**src/rtl/tdm_demux4.sv**
```systemverilog
// Time-division 1:4 demultiplexer: slots 0..3 of a word-serial frame go to a..d,
// with start-of-frame alignment, re-sync on an early sof, and atomic frame output.
module tdm_demux4 #(
  parameter int WIDTH = 1
) (
  input  logic             clk,
  input  logic             rst_n,
  input  logic [WIDTH-1:0] din,
  input  logic             din_valid,
  input  logic             sof,
  output logic [WIDTH-1:0] a,
  output logic [WIDTH-1:0] b,
  output logic [WIDTH-1:0] c,
  output logic [WIDTH-1:0] d,
  output logic [1:0]       sel,
  output logic             frame_valid,
  output logic             sync_err,
  output logic             locked
);

  typedef enum logic {HUNT, RUN} state_t;

  state_t           state_q, state_d;
  logic [1:0]       sel_q, sel_d;
  // Slot 3 never needs a shadow: it is written straight into d on completion.
  logic [WIDTH-1:0] shadow_q [3];
  logic [WIDTH-1:0] shadow_d [3];
  logic [WIDTH-1:0] a_q, a_d, b_q, b_d, c_q, c_d, d_q, d_d;
  logic             frame_valid_q, frame_valid_d;
  logic             sync_err_q, sync_err_d;

  always_comb begin
    state_d       = state_q;
    sel_d         = sel_q;
    shadow_d      = shadow_q;
    a_d           = a_q;
    b_d           = b_q;
    c_d           = c_q;
    d_d           = d_q;
    frame_valid_d = 1'b0;
    sync_err_d    = 1'b0;

    if (din_valid) begin
      unique case (state_q)
        HUNT: begin
          if (sof) begin
            shadow_d[0] = din;
            sel_d       = 2'd1;
            state_d     = RUN;
          end
        end
        RUN: begin
          if (sof) begin
            // An sof mid-frame drops the partial frame and restarts at slot 0.
            shadow_d[0] = din;
            sel_d       = 2'd1;
            sync_err_d  = (sel_q != 2'd0);
          end else if (sel_q == 2'd3) begin
            a_d           = shadow_q[0];
            b_d           = shadow_q[1];
            c_d           = shadow_q[2];
            d_d           = din;
            frame_valid_d = 1'b1;
            sel_d         = 2'd0;
          end else begin
            for (int i = 0; i < 3; i++) begin
              if (sel_q == 2'(i)) shadow_d[i] = din;
            end
            sel_d = sel_q + 2'd1;
          end
        end
        default: state_d = HUNT;
      endcase
    end
  end

  always_ff @(posedge clk or negedge rst_n) begin
    if (!rst_n) begin
      state_q       <= HUNT;
      sel_q         <= 2'd0;
      a_q           <= '0;
      b_q           <= '0;
      c_q           <= '0;
      d_q           <= '0;
      frame_valid_q <= 1'b0;
      sync_err_q    <= 1'b0;
      for (int i = 0; i < 3; i++) shadow_q[i] <= '0;
    end else begin
      state_q       <= state_d;
      sel_q         <= sel_d;
      a_q           <= a_d;
      b_q           <= b_d;
      c_q           <= c_d;
      d_q           <= d_d;
      frame_valid_q <= frame_valid_d;
      sync_err_q    <= sync_err_d;
      for (int i = 0; i < 3; i++) shadow_q[i] <= shadow_d[i];
    end
  end

  assign a           = a_q;
  assign b           = b_q;
  assign c           = c_q;
  assign d           = d_q;
  assign sel         = sel_q;
  assign frame_valid = frame_valid_q;
  assign sync_err    = sync_err_q;
  assign locked      = (state_q == RUN);

endmodule

```
**config.mk**
```make
export PLATFORM = sky130hd
export DESIGN_NAME = tdm_demux4
export DESIGN_NICKNAME = d
export VERILOG_FILES = /design/src/rtl/tdm_demux4.sv
export SDC_FILE = /design/constraint.sdc
export NUM_CORES = 1
export LEC_CHECK = 0
export CAP_MARGIN = 20
export CORE_AREA = 2 2 39 41
export DETAILED_ROUTE_END_ITERATION = 16
export DIE_AREA = 0 0 41 43
export PLACE_DENSITY_LB_ADDON = 0.15
export SYNTH_ARGS = -nofsm -noshare
export SYNTH_HDL_FRONTEND = slang
export SYNTH_SLANG_ARGS = --single-unit
```
**constraint.sdc**
```tcl
create_clock -name clk -period 3.6 [get_ports clk]
set_input_delay 0.36 -clock clk [delete_from_list [all_inputs] [get_ports clk]]
set_output_delay 0.36 -clock clk [all_outputs]
set_load 0.005 [all_outputs]
```
After elaboration in Yosys (flattened, before gate mapping)
Cells that the tools add are included.

Register bits: 12. Bits of input ports: 5. Word-level logic and storage cells: 48.

Reductions and logical operators: 7. Add/sub/neg operators: 1. Mux-type cells: 20. Eq/ne operators: 6. Bitwise logic cells: 3.

Operators with widths (count): 1-bit two-way mux (14); 5-bit AND reduction (2); 4-bit AND reduction (2); 2-bit two-way mux (3); 2-bit equality test (second input constant) (2); 2-bit case mux with 2 select lines (1); 3-bit two-way mux (1); 3-bit by 2-bit inequality test with 1-bit output (second input constant) (1); 3-bit inequality test (second input constant) (1); 1-bit NOT (3); 2-bit by 1-bit adder with 2-bit output (second input constant) (1); 2-bit by 1-bit equality test with 1-bit output (second input constant) (1); 2-bit logical NOT (1); 2-bit inequality test (second input constant) (1); 1-bit case mux with 2 select lines (1); 2-bit AND reduction (1); 2-bit nonzero test (1).

Logic depth before layout (Yosys ltp)
Gate-level depths: netlist of run 1.

Word-level depth: 5. Mapped depth: 5.

Least setup slack after synthesis of run 1
OpenSTA, ideal clock, no wires.

Kind: register to register. Start: reg sel_q[0] (netlist: sel[0]). End: reg shadow_q[0] (netlist name). Buffers on the path: 0. Period minus slack after synthesis: 1409 ps. Data arrival time: 1281 ps. Stages on the path, launching flop included: 5. Slack: 2191 ps. Path through: dfrtp_1 ha_1 and4bb_1 nand2_1 mux2_1.

Cells in the longest elaborated chain, start to end: 3. Elaborated cells between the ends (all ways): 4. Classes of those cells: eq/ne: 2; bitwise: 1; reduce/logical: 1.

RTL lines: start, declared (line 24) `logic [1:0] sel_q, sel_d;`; start signal, assigned (line 90) `sel_q <= sel_d;`; 2-bit equality test (line 58) `end else if (sel_q == 2'd3) begin`; 1-bit NOT (no source line); 5-bit AND reduction (no source line) (*); end, declared (line 26) `logic [WIDTH-1:0] shadow_q [3];`.

Every way passes the cells marked *; elsewhere a longest branch is shown, timed or not. A chain may end at the register's enable or synchronous reset.

Worst setup path after layout of run 1
Start: reg state_q (netlist: locked). End: out locked.

RTL lines: start, declared (line 23) `state_t state_q, state_d;`; start signal, assigned (line 89) `state_q <= state_d;`; end, declared (line 18) `output logic locked`.

No word-level cell between the ends.

==> flow_metrics.env, run 1 <==
export IMPL_synth_seq_area_share=0.527
export IMPL_placed_area_sq_um=714
export IMPL_cpPeakStageDelay_ps=560
export IMPL_cts_resized=0
export IMPL_syn_cell_area_sq_um=569
export IMPL_grt_first_pass_wirelength_microns=1510
export IMPL_antennaDiodeCount=0
export IMPL_grt_overflow_total=0
export IMPL_tightest_slew_ps=520
export IMPL_crit_type="flip-flop to primary output"
export IMPL_synthMuxAreaShare=0.116
export IMPL_hold_buffers=0
export IMPL_arrival_ps=1310
export IMPL_drc_errors=0
export IMPL_finalMaxSlewViolations=0
export IMPL_instances_no_fill=80
export IMPL_ys_types=18
export IMPL_syn_area_per_cell_sq_um=11.9
export IMPL_synth_fa_ha_area_frac=0.110
export IMPL_final_util=0.542
export IMPL_clk_latency_ps=260
export IMPL_dr_total_vias=380
export IMPL_dr_wl_met2_microns=435
export IMPL_dr_wl_met3_microns=61
export IMPL_grt_max_degree=13
export IMPL_port_buffers=13
export IMPL_drt_total_wl_microns=922
export IMPL_ys_dominant_reg_cell="dfrtp_1"
export IMPL_cpLargestDelayFamily="buffers and inverters"
export IMPL_dr_first_iter_drc_count=0
export IMPL_irDropWorstVdd_uv=245
export IMPL_top_layer_used="met3"
export IMPL_async_flop_share=1.00
export IMPL_wl_met1_microns=425
export IMPL_design_die_area_sq_mm=0.00176
export IMPL_cts_buffers=3
export IMPL_final_setup_tns_ps=0
export IMPL_grt_use_total=0.128
export IMPL_min_path_type="primary input to asynchronous set/reset pin"
export IMPL_rows=14
export IMPL_viasPerCell=4.75
export IMPL_skew_ps=4.39
export IMPL_drt_first_pass_iters=1
export IMPL_startpoint_type="flip-flop"
export IMPL_drv_cap=0
export IMPL_initial_utilization=0.411
export IMPL_fmax_mhz=597
export IMPL_die_w_microns=41
export IMPL_hpwl_microns=749
export IMPL_finalSetupViolCount=0
export IMPL_synth_simple_gate_area_frac=0.147
export IMPL_dp_cells=76
export IMPL_power_density_mw_per_mm2=561
export IMPL_syn_instance_count=48
export IMPL_synth_compound_area_frac=0.0637
export IMPL_cts_buffer_depth=2
export IMPL_antenna_found_initial=0
export IMPL_pin_count=14
export IMPL_final_hold_viol_count=0
export IMPL_antenna_left=0
export IMPL_synth_most_common_cell="dfrtp_1"
export IMPL_areaGrowthSynthToFinish_pct=31.9
export IMPL_coreArea_sq_mm=0.00138
export IMPL_synth_top_family_by_area="simple AND/OR/NAND/NOR gates"
export IMPL_drive_gt1_frac=0.109
export IMPL_crit_chain="clkdlybuf4s50_1"
export IMPL_yosysTopAreaCell="dfrtp_1"
export IMPL_synth_xor_xnor_area_share=0
export IMPL_path_clk_slew_ps=70
export IMPL_cpMaxStageDelayCell="clkdlybuf4s50_1"
export IMPL_yosys_register_bits=12
export IMPL_synth_warnings=0
export IMPL_cp_depth=1
export IMPL_grt_pass1_vias=365
export IMPL_synth_top_cell_area_share=0.527
export IMPL_rsz0062_at_grt="no"
export IMPL_drt_wirelength_per_cell_microns=11.5
export IMPL_cts_root_buf="clkbuf_4"
export IMPL_total_power_mw=0.421
export IMPL_finalInstanceArea_sq_um=751
export IMPL_htreeDepth=1
export IMPL_netlist_top_cells_area="dfrtp_1 (53%), ha_1 (11%), mux2_2 (5.9%), nand2_1 (4.6%), mux2_1 (4.0%)"
export IMPL_cp_num_buf_inv=1
export IMPL_synthesis_nets=58
export IMPL_cts_setup_buffers=0
export IMPL_crit_required_ps=3240
export IMPL_cts_tree="built"
export IMPL_place_congestion=0.623
export IMPL_clock_sinks=12
export IMPL_synth_edf_count=0
export IMPL_worstRegToRegCells=4
export IMPL_post_route_period_util=0.465
export IMPL_status="completed"
export IMPL_die_y_microns=43
export IMPL_p_leak_nw=0.358
export IMPL_fin_nets=75
export IMPL_end_kind="primary output"
export IMPL_worstPathMaxFanout=10
export IMPL_synth_commonest_cells="dfrtp_1 (12), nand2_1 (7), ha_1 (5)"
export IMPL_min_period_ps=1670
export IMPL_slew_headroom=0.652
## state kept, by name, summed over array words and instances, names as in the netlist
signal,cells
b,1
sync_err,1
shadow_q,3
locked,1
d,1
a,1
frame_valid,1
c,1
sel,2
## stage by stage
step	setup slack, ps	hold WS, ps
3_3_place_gp	1910	468
4_1_cts	1920	452
3_5_place_dp	1870	489
2_1_floorplan	2190	64.4
5_1_grt	1860	456
6_report	1930	436
## area by class of cell
type / count / area [sq um]
fillers: 134 / 633
well taps: 16 / 20.0
clock buffers: 4 / 36.3
flip-flops and latches: 12 / 300
multi-input cells: 31 / 249
repair buffers: 13 / 130
inverters: 4 / 15.0
## power breakdown
group          internal, mW  switching, mW  total, mW
Clock                0.0614         0.0411      0.102
Combinational        0.0800         0.0421      0.122
Sequential            0.174         0.0225      0.196
## cell usage in the layout, fill, tap and decap left out, types with 2 or more instances in the layout
cell type,synthesis,layout
dfrtp_1,12,12
mux2_1,2,2
mux2_2,3,3
inv_1,4,4
o21ai_0,3,3
ha_1,5,5
clkdlybuf4s50_1,0,13
nand2_1,7,7
nor3b_1,2,2
clkbuf_4,0,3
## path summary, 6_finish.rpt
path	startpoint	end	slack, ps
max reg2reg	sel[0]	shadow_q[1]	2100
min	rst_n	b	440
max	locked	locked	1930
min reg2reg	shadow_q[1]	shadow_q[1]	500
min in group clk	shadow_q[1]	shadow_q[1]	500
max in group asynchronous	rst_n	c	2820
## per-layer routing
layer | GRT usage | up-vias
met4 | 0.0400 | 0
met3 | 0.0314 | 0
met5 | 0 | -
met2 | 0.194 | 14
li1 | - | 196
met1 | 0.173 | 170
## cells by family (layout without fill, tap and decap cells)
| kind of cell | count (synthesis) | after routing |
|---|---|---|
| muxes | 6 | 6 |
| and+or+nand+nor | 14 | 14 |
| AOI/OAI and AO/OA | 6 | 6 |
| DFF | 12 | 12 |
| buffers and inverters | 5 | 21 |
| adders and majority gates | 5 | 5 |
(Power assumes the default switching activity.)
==> run 2, diff against run 1 <==
- clock period: 3.6 -> 1.6 ns (I/O delays scaled with it)
==> run 2 against run 1 <==
Compared with the run above:
- hold slack got worse by 200 ps
- critical path depth did not move
- largest power group unchanged
- critical path type unchanged
- flip-flop and latch count did not move
- cell count is 3.8% higher
==> flow_metrics.env, run 2 (synthesis results as in run 1) <==
export IMPL_status="completed"
export IMPL_worstPathMaxFanout=10
export IMPL_place_congestion=0.678
export IMPL_grt_first_pass_wirelength_microns=1760
export IMPL_dpl_worst_slack_ps=163
export IMPL_grt_max_degree=13
export IMPL_switchingPower_mw=0.236
export IMPL_drt_wirelength_per_cell_microns=12.3
export IMPL_crit_chain="clkdlybuf4s50_1"
export IMPL_startpoint_type="flip-flop"
export IMPL_drc_errors=0
export IMPL_final_util=0.554
export IMPL_clk_latency_ps=270
export IMPL_cts_buffers=3
export IMPL_antenna_left=0
export IMPL_drive_gt1_frac=0.149
export IMPL_htreeDepth=1
export IMPL_cts_setup_buffers=0
export IMPL_p_leak_nw=0.370
export IMPL_arrival_ps=1330
export IMPL_areaGrowthSynthToFinish_pct=34.7
export IMPL_cts_resized=0
export IMPL_skew_ps=5.25
export IMPL_fmax_mhz=672
export IMPL_layout_area_seq_sq_um=300
export IMPL_crit_required_ps=1440
export IMPL_cpMaxStageDelayCell="clkdlybuf4s50_1"
export IMPL_viasPerCell=4.95
export IMPL_largest_register="shadow_q"
export IMPL_dr_total_vias=411
export IMPL_end_kind="primary output"
export IMPL_finalSetupViolCount=0
export IMPL_hpwl_microns=768
export IMPL_cpLargestDelayFamily="buffers and inverters"
export IMPL_fin_nets=79
export IMPL_final_common_cell="clkdlybuf4s50_1"
export IMPL_cts_buffer_depth=2
export IMPL_antenna_found_initial=0
export IMPL_clock_sinks=12
export IMPL_power_density_mw_per_mm2=1180
export IMPL_p_comb_frac=0.319
export IMPL_num_fill_cells=130
export IMPL_swShare=0.261
export IMPL_power_frac_seq=0.483
export IMPL_cts_tree="built"
export IMPL_final_setup_tns_ps=0
export IMPL_tightest_slew_ps=538
export IMPL_crit_type="flip-flop to primary output"
export IMPL_rsz0062_at_grt="no"
export IMPL_whs_ps=239
export IMPL_pin_count=14
export IMPL_die_y_microns=43
export IMPL_p_int_mw=0.668
export IMPL_path_clk_slew_ps=70
export IMPL_grt_use_total=0.159
export IMPL_drv_cap=0
export IMPL_rows=14
export IMPL_antennaDiodeCount=0
export IMPL_drt_first_pass_iters=4
export IMPL_cpPeakStageDelay_ps=560
export IMPL_min_period_ps=1490
export IMPL_dr_first_iter_drc_count=6
export IMPL_hold_buffers=0
export IMPL_irDropWorstVdd_uv=617
export IMPL_grt_pass1_vias=404
export IMPL_r2r_slack_ps=150
export IMPL_grt_overflow_total=0
export IMPL_largest_reg_flops=3
export IMPL_coreArea_sq_mm=0.00138
export IMPL_final_hold_viol_count=0
export IMPL_initial_utilization=0.411
export IMPL_drt_total_wl_microns=1020
export IMPL_cp_num_buf_inv=1
export IMPL_design_die_area_sq_mm=0.00176
export IMPL_port_buffers=13
export IMPL_min_path_type="primary input to asynchronous set/reset pin"
export IMPL_post_route_period_util=0.931
export IMPL_layout_cells_most_common_list="clkdlybuf4s50_1 (13), dfrtp_1 (12), nand2_1 (7)"
export IMPL_multi_input_area_sq_um=249
export IMPL_fin_ws_ps=111
export IMPL_die_w_microns=41
export IMPL_cts_root_buf="clkbuf_4"
export IMPL_finalMaxSlewViolations=0
export IMPL_pwr_share_clk=0.198
export IMPL_slew_headroom=0.640
[run 2: cell count changes in the layout (fill, tap and decap cells not counted)]
cell,before,now
clkbuf_8,1,0
buf_4,0,4
[run 2: metal layers]
metal,global-route usage,part of all wire
met4,0.0800,0.019
met5,0,0
met1,0.195,0.45
met3,0.0785,0.066
met2,0.222,0.47
[run 2: area by class of cell]
cell class                      count  share of cell area
Multi-Input combinational cell     31               0.325
Clock buffer                        3              0.0294
Sequential cell                    12               0.392
Tap cell                           16              0.0261
Timing Repair Buffer               17               0.209
Inverter                            4              0.0196
[run 2: path summary, 6_finish.rpt]
kind	startpoint	end	cells after the start
worst max-delay path	locked	locked	1
worst min-delay path	rst_n	a	1
worst max register to register	sel[0]	shadow_q[0]	4
worst min register to register	a	a	2
max in group asynchronous	rst_n	sel[1]	1
min in group clk	a	a	2
[run 2: power groups by stage]
stage               registers (mW)  logic (mW)  clock network, mW
floorplan                    0.445       0.118                  0
global placement             0.442       0.291                  0
detailed placement           0.446       0.292                  0
CTS                          0.440       0.294              0.188
global route                 0.456       0.328              0.215
finish                       0.437       0.288              0.179
[run 2: through the flow]
stage,power (mW),instances,instance area (sq um)
3_3_place_gp,0.733,80,744
2_1_floorplan,0.564,48,569
5_1_grt,0.999,83,767
3_5_place_dp,0.738,80,744
4_1_cts,0.922,83,767
6_report,0.904,83,767
